$ cat src/rtl/instruction_loader.sv
// Serial byte loader: packs received bytes MSB-first into 32-bit words and
// writes them to instruction memory. Optional checksum stage: LOADER_CHECKSUM_EN.
module instruction_loader #(
  parameter int          DEPTH     = 256,
  parameter logic [31:0] HALT_WORD = 32'hFFFFFFFF
) (
  input  logic        clk,
  input  logic        rst,
  input  logic        inStart,
  input  logic [7:0]  inRxData,
  input  logic        inRxDone,
  output logic [31:0] outInstruction,
  output logic        outWrInstruction,
  output logic [31:0] outWrAddress,
  output logic        outStopPC,
  output logic        outLoadDone,
  output logic        outOverflow,
  output logic        outChecksumErr
);

  localparam logic [2:0] IDLE  = 3'd0;
  localparam logic [2:0] LOAD  = 3'd1;
  localparam logic [2:0] WRITE = 3'd2;
`ifdef LOADER_CHECKSUM_EN
  localparam logic [2:0] CHECK = 3'd3;
`endif
  localparam logic [2:0] DONE  = 3'd4;

  localparam logic [31:0] LAST = 32'(DEPTH - 1);

  logic [2:0]  state;
  logic [1:0]  byteCnt;
  logic [31:0] word;
  logic [31:0] addr;
  logic        ovf;
  logic        isHalt;

  assign isHalt = (word == HALT_WORD);

`ifdef LOADER_CHECKSUM_EN
  logic [7:0] xorAcc;
  logic       chkErr;

  // Running XOR of every accepted byte; cleared whenever a load (re)starts
  always_ff @(posedge clk) begin
    if (rst || inStart) begin
      xorAcc <= 8'd0;
    end else if (inRxDone && (state == LOAD ||
                 (state == WRITE && !isHalt && addr != LAST))) begin
      xorAcc <= xorAcc ^ inRxData;
    end
  end

  // Sticky mismatch flag, evaluated on the byte that follows the halt word
  always_ff @(posedge clk) begin
    if (rst || inStart) begin
      chkErr <= 1'b0;
    end else if (inRxDone && (state == CHECK ||
                 (state == WRITE && isHalt))) begin
      chkErr <= (inRxData != xorAcc);
    end
  end

  assign outChecksumErr = chkErr;
`else
  assign outChecksumErr = 1'b0;
`endif

  // Main loader FSM: byte assembly, write sequencing, halt and overflow
  always_ff @(posedge clk) begin
    if (rst) begin
      state   <= IDLE;
      byteCnt <= 2'd0;
      word    <= 32'd0;
      addr    <= 32'd0;
      ovf     <= 1'b0;
    end else if (inStart) begin
      state   <= LOAD;
      byteCnt <= 2'd0;
      word    <= 32'd0;
      addr    <= 32'd0;
      ovf     <= 1'b0;
    end else begin
      unique case (state)
        LOAD: begin
          if (inRxDone) begin
            word    <= {word[23:0], inRxData};
            byteCnt <= byteCnt + 2'd1;
            if (byteCnt == 2'd3) state <= WRITE;
          end
        end
        WRITE: begin
          addr    <= addr + 32'd1;
          byteCnt <= 2'd0;
          if (isHalt) begin
`ifdef LOADER_CHECKSUM_EN
            state <= inRxDone ? DONE : CHECK;
`else
            state <= DONE;
`endif
          end else if (addr == LAST) begin
            ovf   <= 1'b1;
            state <= DONE;
          end else begin
            state <= LOAD;
            if (inRxDone) begin
              word    <= {word[23:0], inRxData};
              byteCnt <= 2'd1;
            end
          end
        end
`ifdef LOADER_CHECKSUM_EN
        CHECK: begin
          if (inRxDone) state <= DONE;
        end
`endif
        IDLE, DONE: begin
          state <= state;
        end
        default: begin
          state <= IDLE;
        end
      endcase
    end
  end

  assign outInstruction   = word;
  assign outWrAddress     = addr;
  // Reset gates the strobe immediately so a pending write never escapes
  assign outWrInstruction = (state == WRITE) && !rst;
`ifdef LOADER_CHECKSUM_EN
  assign outStopPC = (state == LOAD) || (state == WRITE) ||
                     (state == CHECK);
`else
  assign outStopPC = (state == LOAD) || (state == WRITE);
`endif
  assign outLoadDone = (state == DONE);
  assign outOverflow = ovf;

endmodule

$ cat config.mk
export PLATFORM = sky130hd
export DESIGN_NAME = instruction_loader
export DESIGN_NICKNAME = d
export VERILOG_FILES = /design/src/rtl/instruction_loader.sv
export SDC_FILE = /design/constraint.sdc
export NUM_CORES = 1
export LEC_CHECK = 0
export CORE_MARGIN = 2
export CORE_UTILIZATION = 45
export DETAILED_ROUTE_END_ITERATION = 7
export PLACE_DENSITY = 0.82
export SLEW_MARGIN = 20
export SYNTH_ARGS = -nofsm -noshare
export SYNTH_HDL_FRONTEND = slang
export SYNTH_SLANG_ARGS = --single-unit
$ cat constraint.sdc
create_clock -name clk -period 2.1 [get_ports clk]
set_input_delay 0.42 -clock clk [delete_from_list [all_inputs] [get_ports clk]]
set_output_delay 0.42 -clock clk [all_outputs]
set_load 0.05 [all_outputs]
; Word level (Yosys, flattened, before mapping)
; Cells that the tools add are included.
[totals]
output_inout_bits = 69
input_bits = 12
register_bits = 70
wordCells = 50
[classes]
n_bitwise = 2
n_addsub = 2
n_eq_ne = 13
n_reduce_logical = 12
mux = 15
[ops]
columns = operator, n
row1 = $mux 32, 3
row2 = $pmux 32 s2, 1
row3 = $add 32x1->32 const B, 1
row4 = $eq 32x32->1 const B, 1
row5 = $eq 32x8->1 const B, 1
row6 = $mux 3, 4
row7 = $reduce_and 3->1, 4
row8 = $ne 2x2->1 const B, 5
row9 = $pmux 3 s3, 1
row10 = $ne 3x3->1 const B, 2
row11 = $mux 1, 4
row12 = $pmux 2 s2, 1
row13 = $reduce_or 2->1, 2
row14 = $eq 3x1->1 const B, 1
row15 = $eq 3x2->1 const B, 1
row16 = $eq 3x3->1 const B, 1
row17 = $logic_not 3->1, 1
row18 = $add 2x1->2 const B, 1
row19 = $eq 2x2->1 const B, 1
row20 = $mux 2, 1
row21 = $not 1->1, 2
row22 = $reduce_and 2->1, 1
row23 = $reduce_bool 2->1, 1
row24 = $logic_and 1x1->1, 1
row25 = 2 further kinds, 2

; Longest topological paths before layout
[depth]
word_depth = 5
mapped_depth = 9
depth_no_buf = 6

; Worst setup path before layout
; Ideal clock, no wire load.
[synth_path]
kind = flip-flop to flip-flop
start = register addr[4] (netlist: outWrAddress[4])
end = register addr[22] (netlist: outWrAddress[22])
stages_incl_launch_ff = 7
setup_ps = 128
arrival_time_ps = 2193
t_required_ps = 1972
path_buffers = 1
period_less_slack_ps = 2321
setup_slack_ps = -221
path_cell_list = dfxtp_1 -> nand4_1 -> or4_4 -> buf_6 -> nor4_1 -> xnor2_1 -> nor2_1
[synth_via]
elab_chain_cells = 1
[synth_rtl]
columns = element, line_no
row1 = from (decl), 34  ; logic [31:0] addr;
row2 = from (signal assigned), 93  ; addr <= addr + 32'd1;
row3 = $add 32x1->32, 93
; Every way passes these cells.
; A chain may end at the register's enable or synchronous reset.

; Final worst setup path
[layout_path]
start = register addr[10] (netlist: outWrAddress[10])
end = output port outWrAddress[10]
[layout_lines]
columns = element, line_no
row1 = to (decl), 14  ; output logic [31:0] outWrAddress,
; No word-level cell between the ends.

==> flow_metrics.tcl <==
set metrics [dict create \
    max_slew_margin 0.557 \
    die_area_mm2 0.00933 \
    wl_per_cell_um 16.8 \
    synth.most_common_cell "dfxtp_1" \
    cp-end-kind "output pin" \
    design_area_mm2 0.00534 \
    startpoint_type "register" \
    track_usage 0.242 \
    yosysWarnings 0 \
    criticalPathCategory "reg -> out" \
    cp.required_ps 1680 \
    drc 0 \
    die_h_um 96.6 \
    fin_skew_ps 14.7 \
    cts_sinks 70 \
    critical_path.max_fanout 6 \
    synth_compound_gate_area_share 0.226 \
    antenna_cells 0 \
    clock_latency_ps 350 \
    power_w 0.00264 \
    seq_area_mm2 0.00142 \
    synth.distinct_cells 39 \
    pwr-share-seq 0.509 \
    htree_levels 3 \
    gp_congestion 0.917 \
    place_ws_ps -46.3 \
    multi_input_area_mm2 0.00230 \
    async_reset_ff_frac 0 \
    synth_ff_type "dfxtp_1" \
    syn_area_per_cell_um2 7.54 \
    netlist_instances 512 \
    synth_area_leaders "dfxtp_1, o311ai_0, a31oi_1" \
    antenna_found_initial 0 \
    fillers 669 \
    slew_viol_final 0 \
    postCtsSetupBuffers 0 \
    die_w_um 96.6 \
    vias_per_cell 6.18 \
    drv_cap 0 \
    netlist.area_leader.share 0.363 \
    cp.arrival_ps 1640 \
    cts_tree "done" \
    drive_above_1_share 0.147 \
    p_switching_w 0.000637 \
    core_area_mm2 0.00826 \
    fin_tns_setup_ps 0 \
    drtIter0Drc 364 \
    switching_share 0.241 \
    setup_slack_ps 35.2 \
    min_path_type "reg -> reg" \
    synth-xor-area-share 0.0476 \
    p_clk_frac 0.423 \
    worst_pin_slew_ps 665 \
    synth.area.mux_share 0 \
    ys_seq_area_frac 0.363 \
    antenna_left 0 \
    final_core_util 0.647 \
    rows 33 \
    p_leak_nw 1.81 \
    setup_viol 0 \
    grt_pass1_wl_um 19100 \
    start_util 0.467 \
    status "finished, final reports clean" \
    pin_count 81 \
    final.min_clock_period_ps 2060 \
    cts.reportedPaths.clkPinSlew_ps 70 \
    power.density_mw_per_mm2 495 \
    hpwl_um 7870 \
    nets 609 \
    drt_pass1_iterations 5 \
    clockBufferDepth 2 \
    min_period_over_period 0.983 \
    grt_pass1_vias 3871 \
    grt_max_degree 97 \
    gr-total-overflow 0 \
    io_buffers 79 \
    synth-edff-count 0 \
    irDropWorstVdd_uv 319 \
    vias 4357 \
    wirelength_um 11800 \
    power.internal_w 0.00201 \
    synth_fa_ha_area_frac 0.00648 \
    areaGrowthSynthToFinish_pct 38.4 \
    synth-seq-cells 70 \
    fmax_mhz 484 \
    yosys-top-cells-count "dfxtp_1, nand2_1, nor2_1" \
    hold_violations 0 \
    placed_area_mm2 0.00505 \
    synth.cell_area_mm2 0.00386 \
    syn_nets 526 \
    synth_largest_area_cell "dfxtp_1" \
    cts_root_buf "clkbuf_8" \
    numCtsBuffers 9 \
    synth_top_family_by_area "simple AND/OR/NAND/NOR gates" \
    synthSimpleGateAreaFrac 0.292 \
    combPwrFrac 0.068 \
]
[state kept, by name, indices dropped and copies added, names as in the netlist]
name / cells
outInstruction: 32
outWrAddress: 32
state: 3
byteCnt: 2
outOverflow: 1
[power groups by stage]
stage | Clock, W | Combinational (W) | Sequential [W]
6_report | 0.00112 | 0.000179 | 0.00135
5_1_grt | 0.00118 | 0.000193 | 0.00135
4_1_cts | 0.00112 | 0.000178 | 0.00135
3_5_place_dp | 0 | 0.000177 | 0.00138
3_3_place_gp | 0 | 0.000173 | 0.00138
2_1_floorplan | 0 | 0.0000900 | 0.00140
[cell type report]
type	instances	area share
Clock inverter	4	0.00843
Tap cell	105	0.0246
Inverter	6	0.00422
Sequential cell	70	0.265
Timing Repair Buffer	123	0.238
Multi-Input combinational cell	385	0.430
Clock buffer	12	0.0290
[path summary, 6_finish.rpt]
path	to	slack [ps]	cells after the start	start
max	outWrAddress[10]	40	2	outWrAddress[10]
min	outWrAddress[7]	500	2	outWrAddress[7]
max reg2reg	outInstruction[21]	70	6	outWrAddress[11]
min reg2reg	outWrAddress[7]	500	2	outWrAddress[7]
[repair_timing]
action | 4_1_cts | 5_1_grt
gates cloned | 0 | 1
hold buffers | 0 | 0
setup endpoints to repair | 32 | 46
pin swaps | 0 | 4
gates resized for setup | 2 | 16
[worst max-delay path: stages, from the launching register on]
cell,delay (ps)
dfxtp_2,340
buf_4,150
clkdlybuf4s50_1,820
[logic make-up after synthesis]
kind of cell / Yosys count
flops: 70
fa+ha+maj: 2
other cells: 1
xor+xnor: 21
compound gates: 134
buf+inv: 57
simple gates: 227
[cells in the final DEF (no fill, tap or decap), drive strengths merged, types with 2 or more instances in the layout]
master / synthesis / routed
o2111ai: 8 / 8
nand3: 14 / 14
ha: 2 / 2
dlymetal6s2s: 0 / 10
a21oi: 20 / 20
clkbuf: 44 / 13
nor3: 39 / 39
o311ai: 32 / 32
and2: 3 / 3
a31oi: 33 / 33
or4: 3 / 3
nand4: 19 / 19
xnor2: 11 / 11
o21a: 2 / 2
buf: 7 / 46
or3: 11 / 11
nor4: 17 / 17
nand2: 53 / 53
inv: 6 / 6
nor3b: 2 / 2
clkinv: 0 / 3
clkdlybuf4s50: 0 / 66
o21ai: 37 / 37
nor2b: 2 / 2
xor2: 10 / 10
and4: 5 / 5
or2: 2 / 2
or3b: 2 / 2
nor2: 52 / 52
dfxtp: 70 / 70
[metrics by stage]
step                instances  hold slack, ps
global placement          688             473
CTS                       704             501
detailed placement        688             491
finish                    705             499
global route              705             531
floorplan                 512             466
[routing by layer]
layer / global-route usage / vias to the layer above / routed length, µm
met2: 0.382 / 195 / 5630
met3: 0.0462 / 17 / 876
li1: - / 2093 / -
met4: 0.0704 / 0 / 172
met1: 0.336 / 2052 / 5160
met5: 0 / - / 0
Note: power is estimated with default switching activity, not from simulation.
